[src/rtl/io_loopback_pkg.sv]
// Shared types and constants for the pad-ring loopback test core.
package io_loopback_pkg;

  typedef enum logic [1:0] {
    BYPASS = 2'd0,
    DELAY  = 2'd1,
    COUNT  = 2'd2,
    PRBS   = 2'd3
  } mode_e;

  localparam int unsigned LFSR_W       = 16;
  localparam logic [15:0] LFSR_TAPS    = 16'hB400;
  localparam logic [15:0] DEFAULT_SEED = 16'hACE1;

  // Right-shifting Fibonacci step; LFSR_TAPS is MSB-first, so tap i reads bit 15-i.
  function automatic logic [LFSR_W-1:0] lfsr_step(input logic [LFSR_W-1:0] l);
    logic fb;
    fb = 1'b0;
    for (int i = 0; i < int'(LFSR_W); i++) begin
      if (LFSR_TAPS[i]) fb = fb ^ l[int'(LFSR_W) - 1 - i];
    end
    return {fb, l[LFSR_W-1:1]};
  endfunction

endpackage

[src/rtl/io_sync.sv]
// Parametrised multi-stage synchroniser for asynchronous pad inputs.
module io_sync #(
  parameter int unsigned W      = 1,
  parameter int unsigned STAGES = 2
) (
  input  logic         clk,
  input  logic         rst_n,
  input  logic [W-1:0] d,
  output logic [W-1:0] q
);

  logic [W-1:0] chain [STAGES];

  always_ff @(posedge clk or negedge rst_n) begin
    if (!rst_n) begin
      for (int i = 0; i < int'(STAGES); i++) chain[i] <= '0;
    end else begin
      chain[0] <= d;
      for (int i = 1; i < int'(STAGES); i++) chain[i] <= chain[i-1];
    end
  end

  assign q = chain[STAGES-1];

endmodule

[src/rtl/io_loopback_core.sv]
// Pad-ring test core: synchronised ui pads drive uo pads in bypass, delay,
// count or PRBS mode; every captured mode change inserts one blank cycle.
module io_loopback_core
  import io_loopback_pkg::*;
#(
  parameter int unsigned WIDTH       = 16,
  parameter int unsigned DEPTH       = 4,
  parameter int unsigned SYNC_STAGES = 2,
  parameter logic [15:0] SEED        = DEFAULT_SEED
) (
  input  logic             io_clock,
  input  logic             io_reset_n,
  input  logic [WIDTH-1:0] ui_i,
  input  logic [1:0]       mode_i,
  output logic [WIDTH-1:0] uo_o,
  output logic [1:0]       mode_o
);

  logic [WIDTH-1:0]  ui_s;
  logic [1:0]        mode_sync;
  mode_e             mode_s;
  mode_e             mode_q, mode_d;
  logic [WIDTH-1:0]  uo_d;
  logic [WIDTH-1:0]  cnt_q, cnt_d;
  logic [LFSR_W-1:0] lfsr_q, lfsr_d;
  logic [WIDTH-1:0]  dl_q [DEPTH];
  logic [WIDTH-1:0]  dl_d [DEPTH];
  logic              blank_c;

  io_sync #(.W(WIDTH), .STAGES(SYNC_STAGES)) u_sync_ui (
    .clk   (io_clock),
    .rst_n (io_reset_n),
    .d     (ui_i),
    .q     (ui_s)
  );

  io_sync #(.W(2), .STAGES(SYNC_STAGES)) u_sync_mode (
    .clk   (io_clock),
    .rst_n (io_reset_n),
    .d     (mode_i),
    .q     (mode_sync)
  );

  assign mode_s  = mode_e'(mode_sync);
  assign blank_c = (mode_s != mode_q);

  // Next-state logic: the blank cycle overrides every mode action.
  always_comb begin
    mode_d = mode_q;
    uo_d   = uo_o;
    cnt_d  = cnt_q;
    lfsr_d = lfsr_q;
    dl_d   = dl_q;

    if (blank_c) begin
      mode_d = mode_s;
      uo_d   = '0;
      cnt_d  = '0;
      lfsr_d = SEED;
      for (int k = 0; k < int'(DEPTH); k++) dl_d[k] = '0;
    end else begin
      case (mode_q)
        BYPASS: uo_d = ui_s;
        DELAY: begin
          uo_d    = dl_q[DEPTH-1];
          dl_d[0] = ui_s;
          for (int k = 1; k < int'(DEPTH); k++) dl_d[k] = dl_q[k-1];
        end
        COUNT: begin
          uo_d  = cnt_q;
          cnt_d = cnt_q + WIDTH'(1);
        end
        PRBS: begin
          uo_d   = lfsr_q[WIDTH-1:0];
          // An all-zero register would lock up; reload the seed instead.
          lfsr_d = (lfsr_q == '0) ? SEED : lfsr_step(lfsr_q);
        end
        default: uo_d = '0;
      endcase
    end
  end

  always_ff @(posedge io_clock or negedge io_reset_n) begin
    if (!io_reset_n) begin
      mode_q <= BYPASS;
      uo_o   <= '0;
      cnt_q  <= '0;
      lfsr_q <= SEED;
      for (int k = 0; k < int'(DEPTH); k++) dl_q[k] <= '0;
    end else begin
      mode_q <= mode_d;
      uo_o   <= uo_d;
      cnt_q  <= cnt_d;
      lfsr_q <= lfsr_d;
      dl_q   <= dl_d;
    end
  end

  assign mode_o = mode_q;

endmodule

[config.mk]
export PLATFORM = sky130hd
export DESIGN_NAME = io_loopback_core
export DESIGN_NICKNAME = d
export VERILOG_FILES = /design/src/rtl/io_loopback_pkg.sv /design/src/rtl/io_sync.sv /design/src/rtl/io_loopback_core.sv
export SDC_FILE = /design/constraint.sdc
export NUM_CORES = 1
export LEC_CHECK = 0
export BUFFER_PORTS_ARGS = -buffer_cell sky130_fd_sc_hd__buf_2
export CAP_MARGIN = 20
export CORE_MARGIN = 2
export CORE_UTILIZATION = 54
export CTS_CLUSTER_SIZE = 24
export DETAILED_ROUTE_END_ITERATION = 6
export PLACE_DENSITY = 0.72
export SLEW_MARGIN = 20
export SYNTH_ARGS = -nofsm -noshare
export SYNTH_HDL_FRONTEND = slang
export SYNTH_SLANG_ARGS = --single-unit
[constraint.sdc]
create_clock -name io_clock -period 3.95 [get_ports io_clock]
set_input_delay 0.395 -clock io_clock [delete_from_list [all_inputs] [get_ports io_clock]]
set_output_delay 0.395 -clock io_clock [all_outputs]
set_load 0.02 [all_outputs]
==> results of run 1 <==
-- layer usage --
| layer | share of wire (%) | vias up |
|---|---|---|
| li1 | - | 1808 |
| met1 | 45 | 1932 |
| met2 | 48 | 128 |
| met3 | 5.2 | 25 |
| met4 | 2.1 | 0 |
| met5 | 0 | - |
-- state kept, by name, indices dropped and copies added, names as in the netlist --
name               cells
cnt_q                 16
u_sync_ui.chain       16
dl_q                  64
u_sync_mode.q          2
lfsr_q                16
uo_o                  16
mode_o                 2
u_sync_mode.chain      2
u_sync_ui.q           16
-- final cells by class --
class / count / area [sq um]
Tap cell: 140 / 175
Multi-Input combinational cell: 322 / 1940
Clock buffer: 23 / 467
Inverter: 2 / 7.51
Sequential cell: 150 / 3760
Clock inverter: 8 / 194
Fill cell: 786 / 3720
Timing Repair Buffer: 63 / 434
-- cell usage in the layout (no fill, tap or decap), types with 2 or more instances in the layout --
cell type	count
mux2i_1	2
and2_1	16
o22a_1	7
clkbuf_8	4
xor2_1	6
clkbuf_1	3
inv_1	2
dfrtp_1	142
buf_4	7
nor2_1	12
nor3_1	3
dlygate4sd3_1	19
nand2_1	139
dfstp_2	8
a21oi_1	68
bufinv_16	6
clkbuf_16	16
or3_1	4
buf_2	36
o21ai_0	4
nand4_1	4
nor4_1	8
mux4_2	15
xnor2_1	9
a22o_1	8
nand3_1	2
-- metrics by stage --
step           worst slack [ns]  instance area (sq um)  cells  hold slack (ns)  utilization (%)
6_report                   1.45                   6980    708            0.346             65.3
5_1_grt                    1.24                   6980    708            0.351             65.3
4_1_cts                    1.43                   6980    708            0.348             65.3
3_5_place_dp               1.47                   6130    658            0.335             57.3
3_3_place_gp               1.54                   6120    658            0.332             57.3
2_1_floorplan              2.13                   5850    506           0.0994                -
-- worst min-delay path by stage --
stage	endpoint	cells past startpoint	slack, ns
global route	u_sync_ui.q[15]	0	0.35
global placement	u_sync_ui.q[6]	0	0.33
floorplan	cnt_q[0]	0	0.1
detailed placement	u_sync_ui.q[0]	0	0.33
finish	u_sync_ui.q[2]	0	0.35
CTS	u_sync_ui.q[13]	0	0.35
-- timing repair --
action | in CTS | in global routing
hold buffers | 19 | 0
setup buffers | 0 | 0
endpoints found under the hold margin | 99 | 0
-- logic make-up (layout without fill, tap and decap cells) --
kind of cell               count (synthesis)  in the layout
and+or+nand+nor                          199            199
DFF                                      150            150
AOI/OAI and AO/OA                         89             89
buffers and inverters                     34             96
muxes                                     18             18
xor gates and xnor gates                  15             15
adders and majority gates                  1              1
-- power groups by stage --
stage               Sequential [uW]  Clock (uW)  Combinational, uW
floorplan                      1630           0                109
global placement               1630           0                183
detailed placement             1630           0                188
CTS                            1600        1810                204
global route                   1610        1890                223
finish                         1600        1790                201
==> flow_summary.ini, run 1 <==
[global_route]
first_global_vias = 3790
top_usage_layer = met1
met1_usage_pct = 32.0
gr-usage-met2_pct = 31.9
grt_first_pass_wirelength_um = 19300
track_usage_pct = 22.0
overflow = 0
grt_max_degree = 89
antenna_found_initial = 0
met3_usage_pct = 5.91

[detailed_routing]
drt_wl_total_um = 11500
via_per_inst = 5.50
detail_route.iter0.violations = 266
firstDrtPassIters = 6
ant_nets = 0
vias = 3893
drc_errors = 0
wl_per_cell_um = 16.2

[logic_synthesis]
synthArstFlopShare_pct = 100
synth_cells = 506
synth_xor_area_share_pct = 2.25
yosys.area.top_type = dfrtp_1
synth-simple-area-share_pct = 15.2
synth_flop_cell = dfrtp_1
synth_seq_cells = 150
netlist_area_sq_mm = 0.00585
synth-compound-area-share_pct = 8.70
yosys.cell_count.top_type = dfrtp_1
synthTopCellsByArea = dfrtp_1 61%, nand2_1 8.9%, a21oi_1 5.8%
synth_top_family_by_area = simple AND/OR/NAND/NOR gates
syn_avg_cell_area_sq_um = 11.6
netlist_top_cells_count = 142 x dfrtp_1, 139 x nand2_1, 68 x a21oi_1
syn_nets = 527
synth-edff-count = 0
ys_types = 37
synth_top_area_share_pct = 60.7
synth-seq-area-share_pct = 64.3
synth_mux_area_share_pct = 6.57
synthAdderAreaFrac_pct = 0.214
yosysWarnings = 0

[floorplanning]
rows = 38
die_h_um = 108
die-area_sq_mm = 0.0117
io_pins = 38
core_area_sq_mm = 0.0107
die_w_um = 108
initial_core_util_pct = 54.7

[worst_setup_path]
critical_path_depth = 5
cp-start-kind = register
critPathMaxFanout = 51
max_stage_delay_ns = 0.82
worst-r2r-setup-slack_ns = 1.45
path_cells = buf_4 -> xor2_1 -> or2_2 -> buf_4 -> nor2_1
endpoint = cnt_q[11]
crit_arrival_ns = 2.90
worst-path-buf-inv = 2
r2r_cells = 5
cp_data_required_time_ns = 4.35
worst-setup-path-type = register to register
crit_start = mode_o[1]
cpMostUsedCell = buf_4
cpLargestDelayFamily = simple AND/OR/NAND/NOR gates
reg2reg_from = mode_o[1]
r2r_end = cnt_q[11]
critPathCaptureType = register
slowest_stage = or2_2

[worst_hold_path]
hold_start = u_sync_ui.chain[18]
worstHoldPathType = register to register

[sta]
finalClockSkew_ns = 0.00663
drv_slew = 0
timing.slew.headroom_pct = 33.8
min_period_ns = 2.50
max_freq_ghz = 0.400
period_share_pct = 63.3
worst_pin_slew_ns = 0.994
fin_setup_tns_ns = 0
setup_viol = 0
finalHoldViolCount = 0
rsz0062_at_grt = false

[run]
max_cap_viol_count = 0

[layout]
antenna_cells = 0
post_route_cells_drive_above_1_share_pct = 18.1
nets = 577
area_growth_pct = 19.3

[clock_network]
htreeDepth = 4
cts_tree = yes
cts_root_buf = clkbuf_8
cts_resized = 0
cts_sinks = 150
clk_latency_ns = 0.53
numCtsBuffers = 17
cts.clk_slew.worst_paths_ns = 0.06
clockBufferDepth = 2

[pwr]
irDropWorstVdd_uv = 283
switching_share_pct = 20.7
power_density_mw_per_mm2 = 515
p_switching_uw = 744
clkPwrFrac_pct = 49.8
p_int_uw = 2850
power.leakage_uw = 0.00300
finalPower_uw = 3590
power_frac_comb_pct = 5.6
power_frac_seq_pct = 44.6

[place]
portBuffers = 37
dpl.hpwl_um = 6790
finalWeightedCongestion = 0.868

[run_status]
status = finished, final reports clean
(Power assumes the default switching activity.)
==> inputs of run 2 (changes only) <==
- PLACE_DENSITY: 0.72 -> 0.75
- clock period: 3.95 -> 2.14 ns (I/O delays scaled with it)
==> flow_summary.ini, run 2 (synthesis gave the netlist of run 1 again) <==
[global_route]
overflow = 0
grt_first_pass_wirelength_um = 19300
first_global_vias = 3802
track_usage_pct = 21.9
grt_max_degree = 65
antenna_found_initial = 0

[layout]
mostFrequentLayoutCell = dfrtp_1
utilization_pct = 64.9
area_growth_pct = 18.8
stdcell_count = 714
largest_reg_flops = 64
post_route_cells_drive_above_1_share_pct = 18.8
nets = 582
antenna_cells = 0
regMostFlops = dl_q
mostFrequentLayoutCells = 142 x dfrtp_1, 139 x nand2_1, 68 x a21oi_1

[sta]
timing.slew.headroom_pct = 57.5
rsz0062_at_grt = false
drv_slew = 0
finalHoldViolCount = 0
period_share_pct = 87.1
fin_setup_tns_ns = 0
max_freq_ghz = 0.536
min_period_ns = 1.86
finalClockSkew_ns = 0.00649
setup_viol = 0
worst_pin_slew_ns = 0.638

[pwr]
power_frac_comb_pct = 6.2
finalPower_uw = 6190
clkPwrFrac_pct = 46.0
irDropWorstVdd_uv = 535
p_switching_uw = 1390
power_frac_seq_pct = 47.8
p_int_uw = 4800
switching_share_pct = 22.4
power_density_mw_per_mm2 = 891
power.leakage_uw = 0.00297

[worst_setup_path]
critPathCaptureType = register
cp-start-kind = register
reg2reg_from = mode_o[0]
crit_start = mode_o[0]
path_cells = nand4b_1 -> or4_4 -> or3_1 -> a21oi_1
critPathMaxFanout = 5
worst-setup-path-type = register to register
slowest_stage = or4_4
cp_data_required_time_ns = 2.58
max_stage_delay_ns = 0.52
crit_arrival_ns = 2.30

[floorplanning]
die_h_um = 108
initial_core_util_pct = 54.7
core_area_sq_mm = 0.0107
die_w_um = 108
io_pins = 38
die-area_sq_mm = 0.0117
rows = 38

[detailed_routing]
top_layer = met4
met2WireLength_um = 5430
vias = 3892
detail_route.iter0.violations = 251
drc_errors = 0
routedLengthMet1_um = 5350
firstDrtPassIters = 4
ant_nets = 0
via_per_inst = 5.45
wl_per_cell_um = 16.1
wl_met3_um = 501
drt_wl_total_um = 11500

[place]
portBuffers = 37
dpl.hpwl_um = 7460
finalWeightedCongestion = 0.860
place_inst = 663

[clock_network]
clockBufferDepth = 2
cts_tree = yes
clk_latency_ns = 0.52
cts_root_buf = clkbuf_8
cts_resized = 0
numCtsBuffers = 17
cts.clk_slew.worst_paths_ns = 0.06
htreeDepth = 4
cts_sinks = 150

[worst_hold_path]
worstHoldPathType = primary input to asynchronous set/reset pin

[run]
max_cap_viol_count = 0

[run_status]
status = finished, final reports clean
## run 2: stage by stage
| step | cell area (sq um) | hold WS [ns] | setup slack (ns) |
|---|---|---|---|
| finish | 6950 | 0.200 | 0.275 |
| detailed placement | 6190 | 0.194 | 0.309 |
| global placement | 6190 | 0.186 | 0.405 |
| floorplan | 5850 | -0.0816 | 0.323 |
| CTS | 6950 | 0.212 | 0.292 |
| global route | 6950 | 0.232 | 0.118 |
## run 2: what timing repair did
item | 4_1_cts | 5_1_grt
setup endpoints to repair | 0 | 0
buffers inserted | 0 | 0
hold endpoints to repair | 67 | 0
hold buffers | 19 | 0
## run 2: per-layer routing
metal  track usage (%)  vias up
li1                  -     1825
met1              31.0     1963
met2              33.2       88
met3              5.55       16
met4              8.24        0
met5                 0        -
## run 2: power groups by stage
stage	combinational, uW	clock, uW	sequential [uW]
after floorplan	202	0	3010
after global placement	350	0	3000
after detailed placement	359	0	3010
after CTS	387	2880	2960
after global routing	425	3010	2970
final	383	2840	2960
## run 2: layout make-up
cell class / count / area (sq um)
sequential: 150 / 3760
clock inverter: 8 / 100
multi-input combinational: 322 / 1930
inverter: 2 / 7.51
tap: 140 / 175
timing repair buffer: 68 / 497
fill: 760 / 3750
clock buffer: 24 / 470
## run 2: worst paths after layout
| check | endpoint | slack (ns) | depth (start not counted) |
|---|---|---|---|
| max in group asynchronous | lfsr_q[11] | 1.21 | 3 |
| worst min register to register | u_sync_ui.q[2] | 0.35 | 0 |
| min in group io_clock | u_sync_ui.chain[16] | 0.32 | 2 |
| worst min-delay path | cnt_q[2] | 0.20 | 2 |
| worst max-delay path | cnt_q[15] | 0.28 | 4 |
| worst max register to register | cnt_q[15] | 0.28 | 4 |
## run 2: worst max-delay path: cells and delay by family (launching register included)
family,cells,cell delay (ns)
and+or+nand+nor,3,1.19
DFF,1,0.41
AOI/OAI and AO/OA,1,0.18
==> inputs of run 3 (changes only) <==
- PLACE_DENSITY: 0.75 -> 0.84
==> flow_summary.ini, run 3 (synthesis gave the netlist of run 1 again) <==
[sta]
finalHoldViolCount = 0
worst_pin_slew_ns = 0.537
period_share_pct = 89.6
whs_ns = 0.226
rsz0062_at_grt = false
drv_slew = 0
timing.slew.headroom_pct = 64.2
finalClockSkew_ns = 0.00518
max_freq_ghz = 0.522
setup_viol = 0
min_period_ns = 1.92
fin_setup_tns_ns = 0

[detailed_routing]
vias = 3866
firstDrtPassIters = 4
drt_wl_total_um = 11700
wl_per_cell_um = 16.5
detail_route.iter0.violations = 250
via_per_inst = 5.44
ant_nets = 0
drc_errors = 0

[clock_network]
numCtsBuffers = 17
clockBufferDepth = 2
cts.clk_slew.worst_paths_ns = 0.06
cts_sinks = 150
cts_root_buf = clkbuf_8
cts_tree = yes
clk_latency_ns = 0.53
htreeDepth = 4

[floorplanning]
die_w_um = 108
io_pins = 38
core_area_sq_mm = 0.0107
initial_core_util_pct = 54.7
rows = 38
die_h_um = 108
die-area_sq_mm = 0.0117

[global_route]
grt_max_degree = 65
first_global_vias = 3830
overflow = 0
grt_first_pass_wirelength_um = 19000
antenna_found_initial = 0
track_usage_pct = 22.0

[place]
dpl.hpwl_um = 7130
portBuffers = 37
place_inst = 660
finalWeightedCongestion = 0.902

[layout]
post_route_cells_drive_above_1_share_pct = 18.6
mostFrequentLayoutCells = 142 x dfrtp_1, 139 x nand2_1, 68 x a21oi_1
nets = 579
largest_reg_flops = 64
stdcell_count = 711
utilization_pct = 65.7
area_growth_pct = 20.2
regMostFlops = dl_q
fillers = 773
antenna_cells = 0
mostFrequentLayoutCell = dfrtp_1

[run_status]
status = finished, final reports clean

[worst_setup_path]
crit_arrival_ns = 2.37
worst-setup-path-type = register to register
cp-start-kind = register
critPathMaxFanout = 10
worst-r2r-setup-slack_ns = 0.22
cp_data_required_time_ns = 2.59
critPathCaptureType = register

[pwr]
power_density_mw_per_mm2 = 930
power.leakage_uw = 0.00301
irDropWorstVdd_uv = 591

[worst_hold_path]
worstHoldPathType = primary input to asynchronous set/reset pin

[run]
max_cap_viol_count = 0
-- run 3: cell types whose count changed in the layout (fill, tap and decap cells not counted) --
cell / previous run / this run
buf_12: 2 / 4
buf_6: 1 / 2
buf_4: 10 / 4
nor4_2: 0 / 1
nor4_1: 8 / 7
clkinv_2: 2 / 1
clkinvlp_4: 4 / 2
bufinv_16: 2 / 5
-- run 3: final timing paths --
| kind | from | to | cells after the start |
|---|---|---|---|
| setup / recovery | mode_o[1] | cnt_q[15] | 5 |
| hold / removal | io_reset_n | uo_o[3] | 2 |
| setup reg to reg | mode_o[1] | cnt_q[15] | 5 |
| hold reg to reg | u_sync_ui.chain[21] | u_sync_ui.q[5] | 0 |
| max in group asynchronous | io_reset_n | lfsr_q[10] | 3 |
| min in group io_clock | ui_i[5] | u_sync_ui.chain[21] | 2 |
-- run 3: final cells by class --
| cell class | instances | area (sq um) | area share, % |
|---|---|---|---|
| clock buffers | 24 | 470 | 6.69 |
| clock inverters | 8 | 170 | 2.42 |
| inverters | 2 | 7.51 | 0.107 |
| multi-input cells | 322 | 1940 | 27.6 |
| flip-flops and latches | 150 | 3760 | 53.5 |
| well taps | 140 | 175 | 2.49 |
| repair buffers | 65 | 503 | 7.15 |
-- run 3: report_power, final --
group | switching, uW | internal (uW)
combinational | 247 | 142
sequential | 46.0 | 2910
clock | 1080 | 2100
total | 1380 | 5160
-- run 3: worst max-delay path, stage by stage, from the launching register on --
cell and delay (ns):
dfrtp_1 0.37, buf_4 0.23, nand4b_1 0.23, or4_4 0.51
or3_1 0.36, a21oi_1 0.14
-- run 3: repair_timing --
| item | CTS | global route |
|---|---|---|
| setup buffers | 0 | 0 |
| hold buffers | 19 | 0 |
| endpoints found under the setup margin | 0 | 21 |
| gates resized for setup | 0 | 2 |
| endpoints found under the hold margin | 74 | 0 |
-- run 3: metal layers --
| metal | up-vias | share of wire [%] | GRT usage, % | wire length (um) |
|---|---|---|---|---|
| met5 | - | 0 | 0 | 0 |
| met4 | 0 | 3.1 | 12.1 | 365 |
| met3 | 28 | 5.9 | 4.94 | 692 |
| met2 | 141 | 49 | 33.5 | 5690 |
| met1 | 1886 | 42 | 29.7 | 4960 |
| li1 | 1811 | - | - | - |
-- run 3: per-stage QoR --
stage / worst slack [ns] / cell area [sq um] / total power (uW)
after floorplan: 0.323 / 5850 / 3210
after global placement: 0.282 / 6190 / 3360
after detailed placement: 0.184 / 6190 / 3370
after CTS: 0.131 / 7020 / 6590
after global routing: 0.127 / 7030 / 6760
final: 0.223 / 7030 / 6540
